<file path="src/rtl/vliw_issue_interlock.sv">
// Multi-slot VLIW ID->EX issue stage with a per-register load scoreboard and load-use interlock.
// Optional stall_count output is enabled by defining ISSUE_STALL_COUNTER_EN.
module vliw_issue_interlock #(
  parameter int NUM_SLOTS  = 2,
  parameter int REG_ADDR_W = 3,
  parameter int PAYLOAD_W  = 64,
  parameter int LOAD_LAT   = 1
) (
  input  logic                            clk,
  input  logic                            reset,
  input  logic                            id_valid,
  input  logic [NUM_SLOTS*REG_ADDR_W-1:0] id_rs_a,
  input  logic [NUM_SLOTS*REG_ADDR_W-1:0] id_rs_b,
  input  logic [NUM_SLOTS-1:0]            id_rs_a_used,
  input  logic [NUM_SLOTS-1:0]            id_rs_b_used,
  input  logic [NUM_SLOTS*REG_ADDR_W-1:0] id_rd,
  input  logic [NUM_SLOTS-1:0]            id_rd_we,
  input  logic [NUM_SLOTS-1:0]            id_is_load,
  input  logic [NUM_SLOTS*PAYLOAD_W-1:0]  id_payload,
  input  logic                            flush,
  input  logic                            ex_ready,
  output logic                            id_stall,
  output logic                            ex_valid,
  output logic [NUM_SLOTS*REG_ADDR_W-1:0] ex_rd,
  output logic [NUM_SLOTS-1:0]            ex_rd_we,
  output logic [NUM_SLOTS*PAYLOAD_W-1:0]  ex_payload,
  output logic                            ex_conflict
`ifdef ISSUE_STALL_COUNTER_EN
  ,
  output logic [15:0]                     stall_count
`endif
);

  localparam int NUM_REGS = 2 ** REG_ADDR_W;
  localparam int CNT_W    = $clog2(LOAD_LAT + 1);
  localparam logic [CNT_W-1:0] LAT_INIT = CNT_W'(LOAD_LAT);

  logic [CNT_W-1:0]              r_sb_cnt [NUM_REGS];
  logic                          r_ex_valid;
  logic [NUM_SLOTS*REG_ADDR_W-1:0] r_ex_rd;
  logic [NUM_SLOTS-1:0]          r_ex_rd_we;
  logic [NUM_SLOTS*PAYLOAD_W-1:0] r_ex_payload;
  logic                          r_ex_conflict;

  logic [NUM_REGS-1:0]           w_busy;
  logic [NUM_REGS-1:0]           w_set;
  logic                          w_hazard;
  logic                          w_issue;
  logic                          w_conflict;

  always_comb begin
    for (int r = 0; r < NUM_REGS; r++) begin
      w_busy[r] = (r_sb_cnt[r] != '0);
    end
  end

  // Sources are checked only against the scoreboard, never against same-bundle destinations.
  always_comb begin
    // NOTE: default every always_comb output first so no path leaves it unassigned (no latch).
    w_hazard = 1'b0;
    for (int s = 0; s < NUM_SLOTS; s++) begin
      if (id_rs_a_used[s] && w_busy[id_rs_a[s*REG_ADDR_W +: REG_ADDR_W]]) w_hazard = 1'b1;
      if (id_rs_b_used[s] && w_busy[id_rs_b[s*REG_ADDR_W +: REG_ADDR_W]]) w_hazard = 1'b1;
    end
    w_hazard = w_hazard & id_valid;
  end

  assign w_issue  = id_valid & ~flush & ~w_hazard & ex_ready;
  assign id_stall = id_valid & ~flush & (w_hazard | ~ex_ready);

  always_comb begin
    w_set = '0;
    for (int r = 0; r < NUM_REGS; r++) begin
      for (int s = 0; s < NUM_SLOTS; s++) begin
        if (w_issue && id_rd_we[s] && id_is_load[s] &&
            id_rd[s*REG_ADDR_W +: REG_ADDR_W] == REG_ADDR_W'(r)) begin
          w_set[r] = 1'b1;
        end
      end
    end
  end

  always_comb begin
    w_conflict = 1'b0;
    for (int i = 0; i < NUM_SLOTS; i++) begin
      for (int j = i + 1; j < NUM_SLOTS; j++) begin
        if (id_rd_we[i] && id_rd_we[j] &&
            id_rd[i*REG_ADDR_W +: REG_ADDR_W] == id_rd[j*REG_ADDR_W +: REG_ADDR_W]) begin
          w_conflict = 1'b1;
        end
      end
    end
  end

  // Counters freeze while EX is back-pressured; a new load set wins over the decrement.
  always_ff @(posedge clk or negedge reset) begin
    if (!reset) begin
      // NOTE: the scoreboard is state the interlock depends on, so every entry is reset, not left X.
      for (int r = 0; r < NUM_REGS; r++) r_sb_cnt[r] <= '0;
    end else begin
      for (int r = 0; r < NUM_REGS; r++) begin
        if (w_set[r])                  r_sb_cnt[r] <= LAT_INIT;
        else if (ex_ready && w_busy[r]) r_sb_cnt[r] <= r_sb_cnt[r] - CNT_W'(1);
      end
    end
  end

  always_ff @(posedge clk or negedge reset) begin
    if (!reset) begin
      // NOTE: non-blocking assignments here so every register samples pre-edge values.
      r_ex_valid    <= 1'b0;
      r_ex_rd       <= '0;
      r_ex_rd_we    <= '0;
      r_ex_payload  <= '0;
      r_ex_conflict <= 1'b0;
    end else if (ex_ready) begin
      if (w_issue) begin
        r_ex_valid    <= 1'b1;
        r_ex_rd       <= id_rd;
        r_ex_rd_we    <= id_rd_we;
        r_ex_payload  <= id_payload;
        r_ex_conflict <= w_conflict;
      end else begin
        r_ex_valid    <= 1'b0;
        r_ex_rd       <= '0;
        r_ex_rd_we    <= '0;
        r_ex_payload  <= '0;
        r_ex_conflict <= 1'b0;
      end
    end
  end

  assign ex_valid    = r_ex_valid;
  assign ex_rd       = r_ex_rd;
  assign ex_rd_we    = r_ex_rd_we;
  assign ex_payload  = r_ex_payload;
  assign ex_conflict = r_ex_conflict;

`ifdef ISSUE_STALL_COUNTER_EN
  logic [15:0] r_stall_cnt;

  // Counts only hazard stalls, not pure back-pressure stalls.
  always_ff @(posedge clk or negedge reset) begin
    if (!reset) begin
      r_stall_cnt <= '0;
    end else if (id_stall && w_hazard && r_stall_cnt != 16'hFFFF) begin
      r_stall_cnt <= r_stall_cnt + 16'd1;
    end
  end

  assign stall_count = r_stall_cnt;
`endif

endmodule

</file>
<file path="config.mk">
export PLATFORM = sky130hd
export DESIGN_NAME = vliw_issue_interlock
export DESIGN_NICKNAME = d
export VERILOG_FILES = /design/src/rtl/vliw_issue_interlock.sv
export SDC_FILE = /design/constraint.sdc
export NUM_CORES = 1
export LEC_CHECK = 0
export ABC_AREA = 1
export CORE_ASPECT_RATIO = 2
export CORE_MARGIN = 3
export CORE_UTILIZATION = 40
export CTS_BUF_LIST = sky130_fd_sc_hd__clkbuf_16
export CTS_CLUSTER_SIZE = 24
export DETAILED_ROUTE_END_ITERATION = 6
export GPL_ROUTABILITY_DRIVEN = 0
export PLACE_DENSITY = 0.81
export SLEW_MARGIN = 20
export SYNTH_ARGS = -nofsm -noshare
export SYNTH_HDL_FRONTEND = slang
export SYNTH_SLANG_ARGS = --single-unit
</file>
<file path="constraint.sdc">
create_clock -name clk -period 1.8 [get_ports clk]
set_input_delay 0.36 -clock clk [delete_from_list [all_inputs] [get_ports clk]]
set_output_delay 0.36 -clock clk [all_outputs]
set_load 0.02 [all_outputs]
</file>
Yosys cells after proc, flatten, opt, wreduce, memory -nomap -nowiden
Index checks and enable logic that the tools add are counted.
Cells by class
  add/subtract/negate cells: 8
  equal/unequal tests: 15
  mux-type cells: 50
  bitwise gates (word level): 9
  magnitude comparators: 4
  reduce and logical (&&, ||, !) cells: 44
Operators with widths (count)
  $mux W128: 1
  $mux W1: 43
  $logic_and A1 B1 Y1: 34
  $eq A3 B3 Y1 const B: 8
  $lt A3 B4 Y1 const B: 4
  $reduce_bool A2 Y1: 8
  $bmux W1 S3: 4
  $eq A3 B2 Y1 const B: 4
  $sub A1 B1 Y1 const B: 8
  $eq A3 B1 Y1 const B: 2
  $logic_not A3 Y1: 2
  $mux W6: 1
  $and A1 B1 Y1: 5
  $eq A3 B3 Y1: 1
  $not A1 Y1: 3
  $mux W2: 1
  $or A1 B1 Y1: 1
Word-level totals
  flip-flop bits (word level): 146
  bits of input ports: 159
  word-level logic and storage cells: 143

Logic depth before layout (Yosys ltp)
Gate-level depths: netlist of run 1.
  depth in word-level cells: 17
  depth in mapped cells: 13

Worst setup path after synthesis of run 1
Ideal clock, no wire load.
  kind: reg-to-output
  start: register r_sb_cnt[4] (netlist name)
  end: output id_stall
  buffers on the path: 0
  cell stages (with the launch flop): 9
  setup slack: 0.138 ns
  arrival: 1.302 ns
  cells stage by stage: dfrtp_1 inv_1 nand2_1 nand3_1 nand3_1 nand3_1 nand2_1 nor2_2 a211oi_1
Between the ends
  word-level cells in the longest chain between the ends: 10
  elaborated cells between the ends (all ways): 19
  those cells by class: mux: 12; bitwise: 3; reduce/logical: 4
RTL lines
  start, declared: RTL line 38  | logic [CNT_W-1:0] r_sb_cnt [NUM_REGS];
  start signal, assigned by index: RTL line 103  | else if (ex_ready && w_busy[r]) r_sb_cnt[r] <= r_sb_cnt[r] - CNT_W'(1);
  $bmux W1 S3: RTL line 62  | if (id_rs_a_used[s] && w_busy[id_rs_a[s*REG_ADDR_W +: REG_ADDR_W]]) w_hazard = 1'b1;
  $mux W1 (not written as such): RTL line 62
  $logic_and A1 B1 Y1: RTL line 62
  $mux W1: RTL line 62
  $mux W1: RTL line 63  | if (id_rs_b_used[s] && w_busy[id_rs_b[s*REG_ADDR_W +: REG_ADDR_W]]) w_hazard = 1'b1;
  $mux W1: RTL line 62
  $mux W1 *: RTL line 63
  $and A1 B1 Y1 *: RTL line 65  | w_hazard = w_hazard & id_valid;
  $or A1 B1 Y1 *: RTL line 69  | assign id_stall = id_valid & ~flush & (w_hazard | ~ex_ready);
  $and A1 B1 Y1 *: RTL line 69
  end, declared: RTL line 22  | output logic id_stall,
Mark *: on every way between the ends. The rest lies on a longest branch, timed or not. The select of a mux whose other input is x is not followed.

Worst setup path in the final report of run 1
Ends and elaborated chain as after synthesis.

==> impl_metrics.csv, run 1 <==
group,metric,value,unit
floorplanning,io_pins,298,
cts,clkLatencyLatePin,0.42,ns
grt,grt_max_degree,75,
route,wirelength,22.3,mm
route,drt-met1-wl,7.84,mm
synth,synthFlopType,"dfrtp_1",
status,status,"finished, violations left",
sta,final.period_utilization,1.20,
route,drt_pre_antenna_iters,4,
synth,synth-warning-count,0,
synth,synthArstFlopShare,1.00,
pwr,p_int,6.15,mW
synth,synth_edf_count,0,
sta,max_freq,462,MHz
synth,yosys.area_share.simple,0.102,
grt,grt_pass1_wl,30.8,mm
synth,yosysMostFrequentCell,"dfrtp_1",
status,violations,"setup timing",
synth,ys_ff_latch,146,
pwr,p_sw,2.23,mW
floorplanning,die_w,91.1,µm
cts,clockRootBuffer,"clkbuf_16",
grt,antenna_found_initial,0,
worst_setup_path,worst_ep_required_time,1.44,ns
synth,yosysTopAreaCellShare,0.631,
cts,clk_pin_slew_worst_paths,0.07,ns
cts,cts_tree,"done",
sta,hold_slack,0.414,ns
synth,syn_nets,638,
synth,ys_seq_area_frac,0.631,
sta,tightest_slew,0.776,ns
worst_setup_path,crit_path_max_fanout,4,
pwr,sw_frac_of_total,0.266,
grt,grt_usage,0.246,
synth,synth_cell_types,23,
cts,h-tree-depth,4,
route,highest_layer,"met4",
cts,cts_buffers,17,
worst_setup_path,cp_slowest_cell,"dfrtp_1",
placement,place_area,9130,µm²
layout,fill_cells,898,
sta,layout_min_cycle_time,2.16,ns
job,drv_cap,0,
synth,synthXorXnorAreaFrac,0.00151,
pwr,p_per_area,790,nW/µm²
sta,setup_violations,147,
sta,relSlewSlack,0.483,
worst_setup_path,r2r-start,"r_sb_cnt[4]$_DFFE_PN0P_",
pwr,comb_power_share,0.171,
pwr,leakage,5.40,nW
grt,overflow,0,
floorplanning,rows,61,
route,dr_wl_met2,12.1,mm
floorplanning,initial_core_util,0.412,
synth,synth_area_leaders,"dfrtp_1 (63%), a22o_1 (20%), nand2_1 (3.7%), nand3_1 (3.6%), buf_6 (2.1%)",
floorplanning,die-area,16000,µm²
sta,maxSlewViolCount,0,
layout,layout.nets,990,
worst_setup_path,crit_arrival,1.80,ns
worst_setup_path,worst-path-buf-inv,2,
synth,synth_compound_area_frac,0.208,
synth,synth_top_family_by_area,"compound AO/OA/AOI/OAI gates",
pwr,peakVddDrop,0.000630,V
route,final_antenna_net_count,0,
synth,yosys-top-cells-count,"dfrtp_1 (146), a22o_1 (129), nand2_1 (57)",
route,avgViaCountPerCell,5.45,
floorplanning,die_h,176,µm
synth,synthesis.area,5790,µm²
layout,n_antenna_cell,0,
worst_setup_path,crit_top_cell,"nand3_1",
layout,synthToLayoutAreaGrowth,83.3,%
worst_setup_path,critPathMaxStageDelay,0.37,ns
route,met3WireLength,1.34,mm
cts,clock_path_buffers,2,
placement,portBuffers,297,
worst_setup_path,crit_family,"simple AND/OR/NAND/NOR gates",
synth,synthMuxAreaShare,0,
floorplanning,core,14000,µm²
worst_setup_path,r2r_setup_slack,-0.36,ns
synth,synth_top_cell_by_area,"dfrtp_1",
layout,final_area,10600,µm²
worst_setup_path,end_kind,"primary output",
worst_setup_path,ff2ff_path_depth,15,
sta,final-hold-violation-count,0,
route,wl_per_cell,21.6,µm
worst_setup_path,path_class,"register to primary output",
synth,synthAdderAreaFrac,0,
cts,numClockSinks,146,
pwr,pwr-share-clk,0.412,
layout,drive_gt1_frac,0.174,
pwr,pwr-share-seq,0.417,
route,drt_iter0_drc,271,
route,drc,0,
worst_setup_path,startpoint_type,"register",
worst_setup_path,r2r_end,"r_sb_cnt[7]$_DFFE_PN0P_",
worst_setup_path,path_cells,"inv_2 -> nand2_1 -> nand3_2 -> nand3_1 -> nand3_1 -> nand2_2 -> nor2_4 -> a211oi_2 -> buf_4",
synth,synthesis.instances,479,
sta,finalClockSkew,0.0176,ns
worst_hold_path,hold_path.class,"input port to async pin",
synth,avgSynthCellArea,12.1,µm²
grt,grt_pass1_vias,5616,
sta,setup_slack,-0.364,ns
placement,dp.final_hpwl,14.3,mm
sta,rsz0062_at_grt,"true",
route,routed-via-count,5632,
through the flow:
step                 util  setup TNS [ns]  cells  power (mW)  setup WS [ns]
floorplan               -               0    479        3.99          0.138
global placement    0.650          -83.26    963        4.79         -0.802
detailed placement  0.650          -94.70    963        4.82         -0.897
CTS                 0.704          -26.89   1002        8.30         -0.257
global route        0.755          -53.84   1033        8.66         -0.482
finish              0.755          -37.32   1033        8.38         -0.364
routing by layer:
layer / up-vias / global-route usage
li1: 2464 / -
met1: 2780 / 0.270
met2: 317 / 0.451
met3: 71 / 0.0525
met4: 0 / 0.110
met5: - / 0
placed cells by master, fill, tap and decap left out, types with 2 or more instances in the layout:
cell type	count
nand4_1	8
buf_8	5
nor2_4	4
nor2_1	8
buf_6	9
a22o_1	129
dfrtp_1	146
nor3_1	8
clkbuf_16	31
inv_8	2
buf_12	10
nand2_1	46
dlymetal6s2s_1	30
inv_6	5
clkdlybuf4s50_1	246
dlygate4sd2_1	19
nand3_2	8
buf_16	5
nand3b_1	2
nand3_1	33
clkinvlp_4	3
inv_1	15
inv_2	12
o21ai_2	7
nand2_2	11
buf_4	27
power groups by stage:
stage          logic (mW)  clock network (mW)  registers, mW
2_1_floorplan       0.288                   0           3.70
3_3_place_gp         1.25                   0           3.54
3_5_place_dp         1.28                   0           3.55
4_1_cts              1.31                3.50           3.49
5_1_grt              1.51                3.65           3.50
6_report             1.43                3.45           3.49
worst max path at each step:
stage                            start  endpoint  slack, ns  cells after the start
6_report       r_sb_cnt[4]$_DFFE_PN0P_  id_stall      -0.36                      9
5_1_grt        r_sb_cnt[6]$_DFFE_PN0P_  id_stall      -0.48                      9
4_1_cts        r_sb_cnt[6]$_DFFE_PN0P_  id_stall      -0.26                      9
3_5_place_dp                id_rs_a[3]  id_stall      -0.90                     10
3_3_place_gp                id_rs_b[3]  id_stall      -0.80                     10
2_1_floorplan  r_sb_cnt[4]$_DFFE_PN0P_  id_stall       0.14                      8
cell type report:
class | count | area (µm²) | share of cell area
clock buffer | 17 | 425 | 0.0401
clock inverter | 15 | 153 | 0.0144
inverter | 28 | 108 | 0.0101
multi-input combinational | 272 | 1950 | 0.184
sequential | 146 | 3650 | 0.345
tap | 189 | 236 | 0.0223
timing repair buffer | 366 | 4080 | 0.385
cell families (layout without fill, tap and decap cells):
logic type / count (synthesis) / after routing
flip-flops: 146 / 146
AO/OA/AOI/OAI: 141 / 141
AND/OR/NAND/NOR: 129 / 130
buffers and inverters: 62 / 426
XOR/XNOR: 1 / 1
registers in the layout, indices dropped and copies added, names as in the netlist:
register     flops
ex_payload     128
r_sb_cnt         8
ex_rd            6
ex_rd_we         2
ex_conflict      1
ex_valid         1
repair_timing:
item                                    CTS  global route
hold buffers                              1             0
pin swaps                                 3            27
resized for setup                        40            86
endpoints found under the setup margin  154           176
setup buffers                             2            12
hold endpoints to repair                 33             0
gates cloned                              4            20
Power figures use the tool's default switching activity.
==> run 2, diff against run 1 <==
--- a/config.mk
+++ b/config.mk
@@ -10,10 +10,12 @@
 export CORE_MARGIN = 3
 export CORE_UTILIZATION = 40
 export CTS_BUF_LIST = sky130_fd_sc_hd__clkbuf_16
+export CTS_CLUSTER_DIAMETER = 120
 export CTS_CLUSTER_SIZE = 24
 export DETAILED_ROUTE_END_ITERATION = 6
 export GPL_ROUTABILITY_DRIVEN = 0
 export PLACE_DENSITY = 0.81
+export SKIP_CTS_REPAIR_TIMING = 1
 export SLEW_MARGIN = 20
 export SYNTH_ARGS = -nofsm -noshare
 export SYNTH_HDL_FRONTEND = slang
==> constraint.sdc (replaced) <==
create_clock -name clk -period 2.3 [get_ports clk]
set_input_delay 0.46 -clock clk [delete_from_list [all_inputs] [get_ports clk]]
set_output_delay 0.46 -clock clk [all_outputs]
set_load 0.02 [all_outputs]
==> run 2 against run 1 <==
Compared with the run above: total power down 24%; clock skew down 0.0070 ns; hold slack better by 0.070 ns; core utilization down 7.4 points; cell area down 9.7%; combinational power down 31%; cell count down 5.0%; critical path type is now input port to primary output; critical path depth unchanged; the run ends with DRC left; first-iteration DRC count down 16%; flip-flop and latch count unchanged; sequential power down 22%.
==> impl_metrics.csv, run 2 (synthesis results as in run 1) <==
group,metric,value,unit
cts,numClockSinks,146,
sta,finalSetupTns,0,ns
grt,overflow,0,
route,drt_iter0_drc,228,
worst_hold_path,hold_path.class,"register to register",
route,final_antenna_net_count,0,
layout,largest_register_ffs,128,
grt,grt_pass1_wl,30.2,mm
grt,gr-usage-met1,0.273,
sta,finalClockSkew,0.0106,ns
sta,max_freq,441,MHz
cts,cts_tree,"done",
placement,dp.final_hpwl,14.2,mm
grt,grt_pass1_vias,5595,
route,routed-via-count,5208,
pwr,total_power,6.35,mW
grt,use_met2,0.432,
layout,layout.nets,937,
pwr,p_per_area,663,nW/µm²
sta,tightest_slew,0.792,ns
route,drt_pre_antenna_iters,7,
cts,clkLatencyLatePin,0.41,ns
floorplanning,die-area,16000,µm²
sta,hold_slack,0.485,ns
layout,synthToLayoutAreaGrowth,65.4,%
sta,maxSlewViolCount,0,
worst_setup_path,path_class,"input port to primary output",
placement,portBuffers,297,
floorplanning,io_pins,298,
layout,drive_gt1_frac,0.0796,
cts,h-tree-depth,4,
status,violations,"DRC",
placement,dpl.cell_count,947,
grt,antenna_found_initial,1,
cts,clk_pin_slew_worst_paths,0.06,ns
grt,grt-busiest-layer,"met2",
worst_setup_path,path_cells,"clkdlybuf4s50_1 -> inv_1 -> o211ai_1 -> nand3_1 -> nand3_1 -> nand2_1 -> nor2_2 -> a211oi_2 -> buf_4",
pwr,leakage,4.41,nW
cts,clockRootBuffer,"clkbuf_16",
sta,setup_violations,0,
floorplanning,die_h,176,µm
layout,final-seq-area,3650,µm²
worst_setup_path,crit_family,"buffers and inverters",
sta,relSlewSlack,0.472,
cts,clock_path_buffers,2,
route,drc,2,
floorplanning,core,14000,µm²
worst_setup_path,cp_slowest_cell,"clkdlybuf4s50_1",
layout,instances_no_fill,981,
floorplanning,initial_core_util,0.412,
worst_setup_path,crit_path_max_fanout,3,
layout,final_util,0.682,
floorplanning,rows,61,
sta,final.period_utilization,0.986,
job,drv_cap,0,
worst_setup_path,end_kind,"primary output",
worst_setup_path,crit_top_cell,"nand3_1",
layout,multi_input_comb_area,1810,µm²
grt,use_met3,0.0499,
sta,setup_slack,0.0332,ns
worst_setup_path,worst_ep_required_time,1.84,ns
sta,layout_min_cycle_time,2.27,ns
layout,layout_commonest_cell,"clkdlybuf4s50_1",
floorplanning,die_w,91.1,µm
layout,fill_cells,1063,
layout,layout_common_cells,"clkdlybuf4s50_1 (289), dfrtp_1 (146), a22o_1 (129), nand2_1 (57), nand3_1 (42)",
worst_setup_path,worst-path-buf-inv,3,
grt,grt_max_degree,87,
sta,final-hold-violation-count,0,
route,avgViaCountPerCell,5.31,
placement,place_worst_setup_slack,-0.594,ns
placement,place_area,8970,µm²
worst_setup_path,startpoint_type,"input port",
layout,final_area,9570,µm²
worst_setup_path,critPathMaxStageDelay,0.45,ns
grt,grt_usage,0.238,
route,wl_per_cell,19.4,µm
status,status,"finished, violations left",
cts,cts_buffers,17,
worst_setup_path,crit_arrival,1.81,ns
route,wirelength,19.0,mm
pwr,peakVddDrop,0.000472,V
## run 2: cell types whose count changed in the layout (fill, tap and decap cells not counted), sizes merged
cell,before,now
clkdlybuf4s50,246,289
dlymetal6s2s,30,6
nor2,12,11
diode,0,1
dlygate4sd2,19,0
clkbuf,31,17
buf,56,18
## run 2: worst reg2reg max path: stages (launching register included)
cell and delay, ns:
dfrtp_1 0.40, inv_2 0.11, nand2_1 0.07, nand3_1 0.10
nand3_1 0.11, nand3_1 0.10, nand2_1 0.07, nor2_2 0.15
buf_4 0.14, nand3_1 0.11, nor2_4 0.17, buf_12 0.31
a22o_1 0.25
## run 2: worst paths after layout
kind                                         start                          to  slack [ns]  cells after the start
setup / recovery                        id_rs_b[4]                    id_stall        0.03                      9
hold / removal             ex_conflict$_DFFE_PN0P_     ex_conflict$_DFFE_PN0P_        0.48                      2
setup reg to reg           r_sb_cnt[2]$_DFFE_PN0P_  ex_payload[66]$_DFFE_PN0P_        0.14                     12
hold reg to reg            ex_conflict$_DFFE_PN0P_     ex_conflict$_DFFE_PN0P_        0.48                      2
max in group asynchronous                    reset  ex_payload[63]$_DFFE_PN0P_        1.04                      3
min in group asynchronous                    reset   ex_payload[6]$_DFFE_PN0P_        0.50                      2
## run 2: where the power goes
group / leakage [nW] / internal, mW / switching [mW]
Sequential: 2.01 / 2.67 / 0.0614
Combinational: 2.12 / 0.531 / 0.452
Clock: 0.270 / 1.52 / 1.12
## run 2: final cells by class
type                    instances  share of cell area
diodes                          1            0.000261
clock buffers                  17              0.0444
clock inverters                15              0.0150
inverters                      28              0.0112
multi-input cells             271               0.189
flip-flops and latches        146               0.382
well taps                     189              0.0247
repair buffers                314               0.333
## run 2: per-layer routing
metal / part of all wire / vias up
met4: 0.025 / 0
met3: 0.057 / 47
li1: - / 2351
met5: 0 / -
met2: 0.54 / 276
met1: 0.37 / 2534
